## src/rtl/computer_datapath_regfile_sequencer.sv

```systemverilog
// Round-robin sequencer sharing a dual-read/single-write regfile between two requesters.
// Optional post-reset clear of every register is built when RF_INIT_CLEAR_EN is defined.
module computer_datapath_regfile_sequencer #(
  parameter int WORD_WIDTH  = 16,
  parameter int DR_WIDTH    = 3,
  parameter int CNTRL_WIDTH = 20
) (
  input  logic                   i_clk,
  input  logic                   i_rst_n,
  input  logic                   i_req0_valid,
  output logic                   o_req0_ready,
  input  logic [DR_WIDTH-1:0]    i_req0_da,
  input  logic [DR_WIDTH-1:0]    i_req0_aa,
  input  logic [DR_WIDTH-1:0]    i_req0_ba,
  input  logic                   i_req0_rw,
  input  logic [WORD_WIDTH-1:0]  i_req0_data,
  input  logic                   i_req1_valid,
  output logic                   o_req1_ready,
  input  logic [DR_WIDTH-1:0]    i_req1_da,
  input  logic [DR_WIDTH-1:0]    i_req1_aa,
  input  logic [DR_WIDTH-1:0]    i_req1_ba,
  input  logic                   i_req1_rw,
  input  logic [WORD_WIDTH-1:0]  i_req1_data,
  input  logic [WORD_WIDTH-1:0]  i_addr_bus,
  input  logic [WORD_WIDTH-1:0]  i_b_data,
  output logic [CNTRL_WIDTH-1:0] o_cntrl_bus,
  output logic [WORD_WIDTH-1:0]  o_d_bus,
  output logic                   o_rsp_valid,
  output logic                   o_rsp_id,
  output logic [WORD_WIDTH-1:0]  o_rsp_a,
  output logic [WORD_WIDTH-1:0]  o_rsp_b,
  output logic                   o_init_done
);

  // state | meaning
  // INIT  | regfile not yet usable (clearing registers when enabled)
  // RUN   | arbitrating and issuing requester commands
  typedef enum logic {S_INIT = 1'b0, S_RUN = 1'b1} state_t;

  localparam int PAD = CNTRL_WIDTH - 3*DR_WIDTH - 5;

  state_t                  r_state;
  state_t                  w_state_nxt;
  logic                    r_rr_ptr;
  logic                    r_iss_vld;
  logic                    r_iss_id;
  logic                    w_rdy0;
  logic                    w_rdy1;
  logic                    w_grant;
  logic                    w_win;
  logic [DR_WIDTH-1:0]     w_da;
  logic [DR_WIDTH-1:0]     w_aa;
  logic [DR_WIDTH-1:0]     w_ba;
  logic                    w_rw;
  logic [WORD_WIDTH-1:0]   w_data;
  logic [CNTRL_WIDTH-1:0]  w_word;
`ifdef RF_INIT_CLEAR_EN
  logic [DR_WIDTH-1:0]     r_clr_cnt;
`endif

  always_ff @(posedge i_clk or negedge i_rst_n) begin
    if (!i_rst_n) r_state <= S_INIT;
    else          r_state <= w_state_nxt;
  end

  always_comb begin
    w_state_nxt = r_state;
    w_rdy0      = 1'b0;
    w_rdy1      = 1'b0;
    if (r_state == S_INIT) begin
`ifdef RF_INIT_CLEAR_EN
      if (&r_clr_cnt) w_state_nxt = S_RUN;
`else
      w_state_nxt = S_RUN;
`endif
    end else begin
      // On contention rr_ptr names the winner; otherwise the lone requester wins.
      if (i_req0_valid && i_req1_valid) begin
        w_rdy0 = ~r_rr_ptr;
        w_rdy1 = r_rr_ptr;
      end else begin
        w_rdy0 = i_req0_valid;
        w_rdy1 = i_req1_valid;
      end
    end
  end

  assign o_req0_ready = w_rdy0;
  assign o_req1_ready = w_rdy1;
  assign w_grant      = w_rdy0 | w_rdy1;
  assign w_win        = w_rdy1;

  assign w_da   = w_win ? i_req1_da   : i_req0_da;
  assign w_aa   = w_win ? i_req1_aa   : i_req0_aa;
  assign w_ba   = w_win ? i_req1_ba   : i_req0_ba;
  assign w_rw   = w_win ? i_req1_rw   : i_req0_rw;
  assign w_data = w_win ? i_req1_data : i_req0_data;
  assign w_word = {w_da, w_aa, w_ba, {PAD{1'b0}}, w_rw, 4'b0000};

  always_ff @(posedge i_clk or negedge i_rst_n) begin
    if (!i_rst_n) begin
      o_cntrl_bus <= '0;
      o_d_bus     <= '0;
      o_rsp_valid <= 1'b0;
      o_rsp_id    <= 1'b0;
      o_rsp_a     <= '0;
      o_rsp_b     <= '0;
      o_init_done <= 1'b0;
      r_rr_ptr    <= 1'b0;
      r_iss_vld   <= 1'b0;
      r_iss_id    <= 1'b0;
`ifdef RF_INIT_CLEAR_EN
      r_clr_cnt   <= '0;
`endif
    end else begin
      r_iss_vld   <= w_grant;
      r_iss_id    <= w_win;
      o_rsp_valid <= r_iss_vld;
      // Read data is valid one edge after issue; the regfile write lands on the same edge.
      if (r_iss_vld) begin
        o_rsp_id <= r_iss_id;
        o_rsp_a  <= i_addr_bus;
        o_rsp_b  <= i_b_data;
      end
      if (r_state == S_RUN) begin
        if (w_grant) begin
          o_cntrl_bus <= w_word;
          o_d_bus     <= w_data;
          r_rr_ptr    <= ~w_win;
        end else begin
          o_cntrl_bus <= '0;
        end
      end else begin
`ifdef RF_INIT_CLEAR_EN
        o_cntrl_bus <= {r_clr_cnt, {(2*DR_WIDTH){1'b0}}, {PAD{1'b0}}, 1'b1, 4'b0000};
        o_d_bus     <= '0;
        r_clr_cnt   <= r_clr_cnt + DR_WIDTH'(1);
        if (&r_clr_cnt) o_init_done <= 1'b1;
`else
        o_cntrl_bus <= '0;
        o_init_done <= 1'b1;
`endif
      end
    end
  end

endmodule

```

## config.mk

```make
export PLATFORM = sky130hd
export DESIGN_NAME = computer_datapath_regfile_sequencer
export DESIGN_NICKNAME = d
export VERILOG_FILES = /design/src/rtl/computer_datapath_regfile_sequencer.sv
export SDC_FILE = /design/constraint.sdc
export NUM_CORES = 1
export LEC_CHECK = 0
export BUFFER_PORTS_ARGS = -buffer_cell sky130_fd_sc_hd__clkbuf_2
export CAP_MARGIN = 10
export CORE_MARGIN = 1.5
export CORE_UTILIZATION = 43
export DETAILED_ROUTE_END_ITERATION = 10
export GPL_TIMING_DRIVEN = 0
export PLACE_DENSITY = 0.89
export SLEW_MARGIN = 20
export SYNTH_ARGS = -nofsm -noshare
export SYNTH_HDL_FRONTEND = slang
export SYNTH_SLANG_ARGS = --single-unit
```

## constraint.sdc

```tcl
create_clock -name i_clk -period 1.5 [get_ports i_clk]
set_input_delay 0.225 -clock i_clk [delete_from_list [all_inputs] [get_ports i_clk]]
set_output_delay 0.225 -clock i_clk [all_outputs]
set_load 0.01 [all_outputs]
```

# == After elaboration in Yosys (flattened, before gate mapping) ==
# Index checks and enable logic that the tools add are counted.
# classes
mux,11
bitwise_logic,3
reduce_logical,2
# op_table
op,n
2-to-1 mux 20 bit,2
2-to-1 mux 16 bit,1
2-to-1 mux 3 bit,3
2-to-1 mux 1 bit,5
inverter 1 bit,2
AND reduction 2 bit,1
logical AND 1 bit,1
OR 1 bit,1
# word_totals
ff_bits,75
in_bits,88
word_cells,27

# == Logic depth before layout (Yosys ltp) ==
# logic_depth
depth_word,6
depth_mapped,5

# == Worst setup path before layout ==
# No wires, ideal clock.
# synth_path
kind,register to register
startpoint,register r_iss_vld
endpoint,register o_rsp_a[0]
setup_time_ns,0.125
arrival_time_ns,1.001
t_required_ns,1.375
setup_slack_ns,0.374
path_stages_with_launch,4
period_less_slack_ns,1.126
cell_sequence,dfrtp_1 -> buf_2 -> buf_2 -> mux2_2
# synth_rtl
item,line,source
"start, declared",45,logic r_iss_vld;
"start signal, assigned",116,r_iss_vld <= w_grant;
"end signal, assigned",122,o_rsp_a <= i_addr_bus;
"end, declared",30,"output logic [WORD_WIDTH-1:0] o_rsp_a,"
# No word-level cell between the ends.

# == Worst setup path in the final report ==
# layout_path
startpoint,register r_rr_ptr
endpoint,output o_req1_ready
# layout_between
elab_chain_cells,2
# layout_lines
item,line,source
"start, declared",44,logic r_rr_ptr;
"start signal, assigned",129,r_rr_ptr <= ~w_win;
2-to-1 mux 1 bit,78,if (i_req0_valid && i_req1_valid) begin
2-to-1 mux 1 bit,70,if (r_state == S_INIT) begin
"end, declared",18,"output logic o_req1_ready,"
# No other way between the ends.

==> results.cfg <==
[synthesis]
yosys_most_used_dff = dfrtp_1
synthTopCellsByCount = dfrtp_1 (65), mux2_2 (33), nand3_1 (26), o21ai_0 (24)
synth.largest_area_cell = dfrtp_1
syn_inst = 235
synthArstFlopShare_pct = 100
syn_area_per_cell_um2 = 11.6
ys_types = 19
synth_edf_count = 0
synth_seq_cells = 65
yosysWarnings = 0
yosys-top-cells-area = dfrtp_1 (60%), mux2_2 (14%), nand3_1 (4.8%), buf_4 (4.7%), o21ai_0 (4.4%)
seq_area_frac_synth_pct = 59.6
synth.most_common_cell = dfrtp_1
synth_top_area_share_pct = 59.6
syn_area_um2 = 2730

[final_layout]
area_growth_pct = 42.7
finalNetCount = 496
final_layout_size_suffix_gt1_share_pct = 56.0
n_antenna_cell = 0
fin_util_pct = 64.6

[floorplanning]
dieArea_um2 = 6830
die_w_um = 82.6
initial_core_util_pct = 45.3
die_y_um = 82.6
core_um2 = 6030
ios = 161
rows = 28

[placement]
place.detailed.hpwl_um = 5610
portBuffers = 150
gp_congestion = 0.746

[worst_setup_path]
path_class = flop to primary output
cp_max_fo = 5
arrival_ps = 1180
required_ps = 1270
end_kind = primary output
rr_startpoint = r_state
worst_setup_path_start_kind = flop
critical_path.startpoint = r_rr_ptr

[timing]
fin_crit_sh_pct = 94.0
hold_viol = 0
finalMaxSlewViolations = 0
rsz0062_at_grt = true
fin_hold_ws_ps = 115
tns_ps = 0
finClkSkew_ps = 7.68
fmax_mhz = 709
fin_crit_ps = 1410
finalSetupViolCount = 0

[pwr]
p_int_mw = 3.42
combPwrFrac_pct = 20.5
power_mw = 4.66
p_clk_share_pct = 35.1
swShare_pct = 26.6
pwr-share-seq_pct = 44.4
p_sw_mw = 1.24
cellLeakagePower_nw = 1.99
p_per_area_nw_per_um2 = 1200
ir_drop_uv = 614

[global_routing]
grt_pass1_wl_um = 11300
grt_max_degree = 56
grt_overflow_total = 0
track_usage_pct = 22.6
antenna_found_initial = 0
grt_pass1_vias = 2414

[clock_network]
clk_pin_slew_ps = 70
cts_root_buf = clkbuf_8
cts.sinks = 65
numCtsBuffers = 9
cts.htree.levels = 3
clock_latency_ps = 330
cts_tree = done
clockBufferDepth = 2

[status]
status = finished clean

[min_path]
hold_path.class = primary input to flop
min-delay-start = i_req1_aa[1]

[route]
num_vias = 2442
drc_errors = 0
via_per_inst = 5.02
ant_nets = 0
drtIter0Drc = 72
wl_per_cell_um = 15.4
drt_first_pass_iters = 4
routed_wl_um = 7490

[run]
max_cap_violations = 0
[area by class of cell]
class | count | area [um^2]
fill | 444 | 2130
tap | 75 | 93.8
sequential | 65 | 1630
buffer | 27 | 190
inverter | 1 | 3.75
timing repair buffer | 155 | 813
multi-input combinational | 149 | 948
clock inverter | 3 | 65.1
clock buffer | 11 | 151
[stage by stage]
stage	area, um^2	setup slack [ps]	std cells
after global placement	3610	-129	469
after CTS	3890	54.2	486
after detailed placement	3640	103	470
after floorplan	2760	374	244
final	3890	90.5	486
after global routing	3890	-1.03	486
[state kept, by name (all words and copies together) (netlist names)]
register	flops
r_state	1
o_cntrl_bus	10
r_iss_id	1
o_rsp_a	16
o_rsp_valid	1
o_init_done	1
r_rr_ptr	1
o_rsp_b	16
r_iss_vld	1
o_rsp_id	1
o_d_bus	16
[worst paths after layout]
check                           slack [ps]  cells past startpoint         endpoint
worst max-delay path                    90                      4     o_req1_ready
worst min register to register         370                      0      o_rsp_valid
max in group asynchronous              670                      3      o_d_bus[14]
min in group asynchronous              320                      2       o_rsp_a[7]
worst min-delay path                   120                      3  o_cntrl_bus[15]
worst max register to register         100                      6      o_d_bus[13]
[kinds of logic after synthesis]
group	synth area share, %
and+or+nand+nor	8.44
buffers and inverters	7.20
DFF	59.6
AOI/OAI and AO/OA	10.8
other	0.275
muxes	13.6
[repair_timing]
| item | in CTS | in global routing |
|---|---|---|
| cloned | 0 | 0 |
| pin swaps | 0 | 1 |
| setup endpoints to repair | 1 | 2 |
| buffers inserted | 3 | 0 |
| endpoints found under the hold margin | 10 | 0 |
| hold buffers | 1 | 0 |
| resized for setup | 3 | 4 |
[layer usage]
metal | share of wire, % | global-route usage (%) | vias up
met5 | 0 | 0 | -
met4 | 1.0 | 8.83 | 0
met3 | 9.4 | 5.49 | 10
met2 | 50 | 40.5 | 132
met1 | 40 | 25.8 | 1153
li1 | - | - | 1147
[worst max-delay path: stages (launching register included)]
cell and delay [ps]:
dfrtp_1 420, nor2b_1 150, buf_6 120, nor2_2 30, clkbuf_2 140
[cell usage in the layout, fill, tap and decap left out, drive strengths merged]
master       instances
buf                 28
and2                 1
conb                11
mux2                33
nor2                17
dfrtp               65
inv                  1
dlygate4sd3          1
a31oi               16
a21oi               11
nand3               26
bufinv               2
clkinv               1
clkbuf             164
nand2                3
nand2b               2
nor2b                1
o21ai               28
[power groups by stage]
stage	clock, mW	sequential [mW]	combinational, mW
detailed placement	0	2.10	0.946
finish	1.64	2.07	0.955
floorplan	0	2.19	0.380
global placement	0	2.09	0.909
CTS	1.67	2.07	0.965
global route	1.74	2.10	1.05
No activity file was read; power rests on OpenSTA's default activity.
